===== src/rtl/key_press_conditioner.sv =====
// key_press_conditioner
// Turns one raw, active-low, bouncing pushbutton into a debounced level (held)
// and a single-cycle press pulse (pulse).
// Pipeline: two-flop synchronizer -> debounce counter -> press/release FSM -> registered one-shot.
// Optional build macro: KEY_PRESS_COUNT_EN adds an 8-bit saturating accepted-press counter (press_count).
//
// state    | meaning
// ---------+------------------------------------------------------
// RELEASED | debounced key is up; the next accepted press fires pulse
// PRESSED  | debounced key is down; waiting for an accepted release
module key_press_conditioner #(
    parameter int unsigned DEBOUNCE_CYCLES = 4
) (
    input  logic       clk,
    input  logic       reset,
    input  logic       key_n,
    output logic       pulse,
    output logic       held
`ifdef KEY_PRESS_COUNT_EN
    ,
    output logic [7:0] press_count
`endif
);

    localparam int unsigned CNT_W = $clog2(DEBOUNCE_CYCLES + 1);
    localparam logic [CNT_W-1:0] CNT_TC = CNT_W'(DEBOUNCE_CYCLES - 1);

    typedef enum logic {
        RELEASED = 1'b0,
        PRESSED  = 1'b1
    } state_t;

    // The synchronizer carries the pressed level (1 = pressed) and resets to released.
    logic             sync1_q, sync2_q;
    logic [CNT_W-1:0] cnt_q, cnt_d;
    logic             held_q, held_d;
    state_t           state_q, state_d;
    logic             pulse_q, pulse_d;

    // Two-flop synchronizer for the asynchronous key input.
    always_ff @(posedge clk or negedge reset) begin
        if (!reset) begin
            sync1_q <= 1'b0;
            sync2_q <= 1'b0;
        end else begin
            sync1_q <= ~key_n;
            sync2_q <= sync1_q;
        end
    end

    // Debounce: accept a new level only after it differs for DEBOUNCE_CYCLES straight cycles.
    always_comb begin
        cnt_d  = cnt_q;
        held_d = held_q;
        if (sync2_q == held_q) begin
            cnt_d = '0;
        end else if (cnt_q == CNT_TC) begin
            held_d = sync2_q;
            cnt_d  = '0;
        end else begin
            cnt_d = cnt_q + CNT_W'(1);
        end
    end

    // FSM next state and one-shot: pulse on the accepted press edge only.
    always_comb begin
        state_d = state_q;
        pulse_d = 1'b0;
        case (state_q)
            RELEASED: begin
                if (held_d && !held_q) begin
                    state_d = PRESSED;
                    pulse_d = 1'b1;
                end
            end
            PRESSED: begin
                if (!held_d && held_q) begin
                    state_d = RELEASED;
                end
            end
            default: state_d = RELEASED;
        endcase
    end

    // Debounce, FSM and pulse registers.
    always_ff @(posedge clk or negedge reset) begin
        if (!reset) begin
            cnt_q   <= '0;
            held_q  <= 1'b0;
            state_q <= RELEASED;
            pulse_q <= 1'b0;
        end else begin
            cnt_q   <= cnt_d;
            held_q  <= held_d;
            state_q <= state_d;
            pulse_q <= pulse_d;
        end
    end

    assign pulse = pulse_q;
    assign held  = held_q;

`ifdef KEY_PRESS_COUNT_EN
    logic [7:0] count_q, count_d;

    // Saturating count of accepted presses, cleared only by reset.
    always_comb begin
        count_d = count_q;
        if (pulse_d && (count_q != 8'hFF)) begin
            count_d = count_q + 8'd1;
        end
    end

    // Press counter register.
    always_ff @(posedge clk or negedge reset) begin
        if (!reset) begin
            count_q <= 8'd0;
        end else begin
            count_q <= count_d;
        end
    end

    assign press_count = count_q;
`endif

endmodule


===== config.mk =====
export PLATFORM = sky130hd
export DESIGN_NAME = key_press_conditioner
export DESIGN_NICKNAME = d
export VERILOG_FILES = /design/src/rtl/key_press_conditioner.sv
export SDC_FILE = /design/constraint.sdc
export NUM_CORES = 1
export LEC_CHECK = 0
export ABC_AREA = 1
export CORE_AREA = 8 8 45 47
export DETAILED_ROUTE_END_ITERATION = 8
export DIE_AREA = 0 0 53 55
export GPL_TIMING_DRIVEN = 0
export PLACE_DENSITY_LB_ADDON = 0.25
export SYNTH_ARGS = -nofsm -noshare
export SYNTH_HDL_FRONTEND = slang
export SYNTH_SLANG_ARGS = --single-unit

===== constraint.sdc =====
create_clock -name clk -period 0.85 [get_ports clk]
set_input_delay 0.1275 -clock clk [delete_from_list [all_inputs] [get_ports clk]]
set_output_delay 0.1275 -clock clk [all_outputs]
set_load 0.05 [all_outputs]

Word level (Yosys, flattened, before mapping)
Index checks and enable logic that the tools add are counted.

Word-level logic and storage cells: 23. Register bits after elaboration: 8. Bits of input ports: 3.

Eq/ne operators: 2. Reductions and logical operators: 4. Multiplexer cells: 8. Bitwise logic cells: 2. Add/subtract/negate cells: 1.

Operators by type and width (number): 3-bit two-way mux (2); 1-bit two-way mux (5); 3-bit by 1-bit adder with 3-bit output (second input constant) (1); 3-bit by 2-bit equality test with 1-bit output (second input constant) (1); 1-bit logical AND (2); 1-bit logical NOT (2); 1-bit NOT (2); 1-bit one-hot mux with 2 select lines (1); 1-bit equality test (1).

Depth between registers and ports, before layout
Depth in word-level cells: 7. Depth in mapped cells: 6. Mapped depth without buffers: 6.

Worst setup path after synthesis
No wires, ideal clock.

Path type: reg-to-reg. From: register held_q, in the netlist held. To: register cnt_q[0]. Data required time: 723 ps. Path slack: -211 ps. Arrival: 934 ps. Stages on the path, launching flop included: 3. Path through: dfrtp_1 xnor2_1 nor2_1.

Cells in the longest elaborated chain, start to end: 2.

RTL lines: from (decl) (RTL line 36) `logic held_q, held_d;`; from (signal assigned) (RTL line 94) `held_q <= held_d;`; 1-bit equality test (RTL line 55) `if (sync2_q == held_q) begin`; 3-bit two-way mux (RTL line 55); net cnt_d[0] (RTL line 35) `logic [CNT_W-1:0] cnt_q, cnt_d;`; to (signal assigned) (RTL line 93) `cnt_q <= cnt_d;`; to (decl) (RTL line 35).

The timed path passes the listed nets, and every way through them passes these cells.

Final worst setup path
From: register cnt_q[0]. To: register cnt_q[1].

Cells in the longest elaborated chain, start to end: 3. Elaborated cells between the ends (all ways): 4.

RTL lines: 3-bit by 1-bit adder with 3-bit output / 3-bit by 2-bit equality test with 1-bit output (equally long branches) (RTL line 61, 57); 3-bit two-way mux (*) (RTL line 57) `end else if (cnt_q == CNT_TC) begin`; 3-bit two-way mux (*) (RTL line 55); net cnt_d[1] (RTL line 35).

Mark *: on every way through the listed nets, which the timed path passes. The rest lies on a longest branch.

==> run summary <==
crit-path max cell delay - 0.35 ns
clock power share - 21.2%
Combinational Power Share - 41.3%
CTS Hold Buffers Added - 0
FF+latch count, synth - 8
layout cells sized above 1 - 37.21%
cell-internal power - 931.2 uW
Syn. warnings - 0
WL per Instance - 8.932 um
CTS sink cnt - 8
worst-path maximum fanout - 4
Worst Path Arrival - 1.10 ns
power share of the sequential group - 37.5%
Die Width - 53 um
Initial Util - 22.60%
Leak Pwr - 0.2303 nW
1st-iter DRT viols - 1
I/O pin total - 5
post-synth top area cell - dfrtp_1
DIE AREA - 0.002915 mm2
Synth Cell Area - 312.8 um2
placed cells - 52
Critical Path RT - 0.98 ns
grt total ovfl - 0
final WL - 527 um
vias in the first global route - 239
Port Buf Inserts - 4
syn_nets - 36
CTS tree - built
Setup Skew - 0.003689 ns
largest net degree at the start of global routing - 9
Hold WS - 0.1578 ns
Total GRT Usage - 4.451%
worst hold path class - in2async
CP dominant cell by count - inv_2
gp weighted congestion - 0.7226
Final min period - 0.9758 ns
CTS Root Cell - clkbuf_4
Rows - 14
# diodes - 0
worst slew pin tran - 0.3620 ns
Detailed Place HPWL - 390.3 um
fin cells - 59
Max Buffers Root-to-Sink - 2
clk slew on worst S/H paths - 0.05 ns
CP cell instances - ha_2 -> inv_2 -> nor2_4 -> inv_2 -> nand2_2 -> nor2_1
final count of hold timing violations - 0
area of all sequential standard cells - 201.4 um2
Worst setup SP type - flip-flop
Slew Limit Headroom - 75.79%
max_cap viols - 0
violated checks - setup timing
outcome - complete, but fails checks
Synth-to-Final Area Change - 47.20%
layout net count - 48
Pins Over Slew Limit - 0
Synth Area per Inst - 9.775 um2
Critical-path top delay cell - dfrtp_1
area of the multi-input gates - 110.1 um2
layout filler cell count - 145
Sw Share - 33.68%
clock latency on the worst-skew pair - 0.25 ns
worst reg-to-reg setup slack - -0.13 ns
sequential-to-total area share from yosys stat - 64.00%
DRC viols - 0
Peak supply drop - 1.207 mV
CP Class - reg2reg
Final WS setup - -0.1258 ns
initial antenna violation count - 0
Vias/cell - 3.847
Yosys top cell area share - 64.00%
CP delay by family, top - flip-flops
total number of vias - 227
Num CTS Buffers - 3
Tot Pwr - 1.404 mW
Peak Freq - 1025 MHz
top cells by area, synth - dfrtp_1 64%, inv_1 11%, nand2_1 7.2%, ha_1 4.0%, nand4_1 4.0%
Crit. End Element - flip-flop
final setup vio count - 8
antenna-violating nets left - 0
RSZ-0062 raised after global routing - true
Die Span Y - 55 um
end-of-flow core utilization - 33.27%
CP Buf/Inv Count - 2
DRT Pass-1 Iters - 4
Cells after Synth - 32
post-synth cell types - 9
core area - 0.001384 mm2
PwrDens - 3050 mW/mm2
Setup TNS - -0.7122 ns
first-pass GRT wire length - 903 um
fin crit share - 114.8%
number of H-tree levels - 1
switching power - 472.9 uW
[path summary, 6_finish.rpt]
| path | startpoint | cells after the start | to |
|---|---|---|---|
| worst min-delay path | reset | 1 | state_q |
| worst max register to register | cnt_q[0] | 6 | cnt_q[1] |
| worst max-delay path | cnt_q[0] | 6 | cnt_q[1] |
| max in group asynchronous | reset | 1 | held |
| min in group clk | key_n | 2 | sync1_q |
| worst min register to register | sync1_q | 0 | sync2_q |
[what timing repair did]
item                       in CTS  in global routing
cloned                          0                  0
buffers inserted                2                  1
pin swaps                       2                  2
hold endpoints to repair        0                  0
setup endpoints to repair       7                  8
gates resized for setup        14                  4
[power by group through the flow]
stage	combinational [mW]	clock, mW	sequential, mW
5_1_grt	0.646	0.342	0.531
6_report	0.580	0.298	0.526
3_5_place_dp	0.390	0	0.543
3_3_place_gp	0.375	0	0.540
4_1_cts	0.459	0.318	0.520
2_1_floorplan	0.200	0	0.620
[layer usage]
layer,track usage (%),vias to the layer above,part of all wire [%]
met5,0,-,0
met1,4.321,105,41
met2,6.836,8,54
met3,1.604,0,5.1
met4,5.172,0,0
li1,-,114,-
[kinds of logic (layout without fill, tap and decap cells)]
logic type	after synthesis	after routing	synth area share (%)
AND/OR/NAND/NOR	12	12	16.80
buffers and inverters	9	20	10.80
flip-flops	8	8	64.00
adder cells (fa/ha/maj)	1	1	3.999
AO/OA/AOI/OAI	1	1	1.598
XOR/XNOR	1	1	2.801
[flip-flops by register name (all words and copies together) (netlist names)]
name	flops
cnt_q	3
held	1
pulse	1
state_q	1
sync1_q	1
sync2_q	1
[stage by stage]
stage	worst slack [ns]	cell area (um2)
2_1_floorplan	-0.04965	329.1
3_3_place_gp	-0.4786	389.1
3_5_place_dp	-0.4829	389.1
4_1_cts	-0.1077	432.9
5_1_grt	-0.1728	460.4
6_report	-0.1258	460.4
[cell usage after synthesis (all sizes together)]
cell   instances
o21ai          1
nand2          6
nand4          2
inv            9
dfrtp          8
xnor2          1
ha             1
nor2           4
[final cells by class]
type	instances	share of cell area (%)
Sequential cell	8	43.75
Multi-Input combinational cell	15	23.91
Timing Repair Buffer	7	14.95
Clock buffer	4	5.707
Inverter	9	7.337
Tap cell	16	4.348
[cell usage in the layout, fill, tap and decap left out, drive strengths merged]
cell / n
ha: 1
buf: 5
clkbuf: 4
clkdlybuf4s50: 2
xnor2: 1
dfrtp: 8
nand4: 2
nand2: 6
nor2: 4
inv: 9
o21ai: 1
Power figures use the tool's default switching activity.
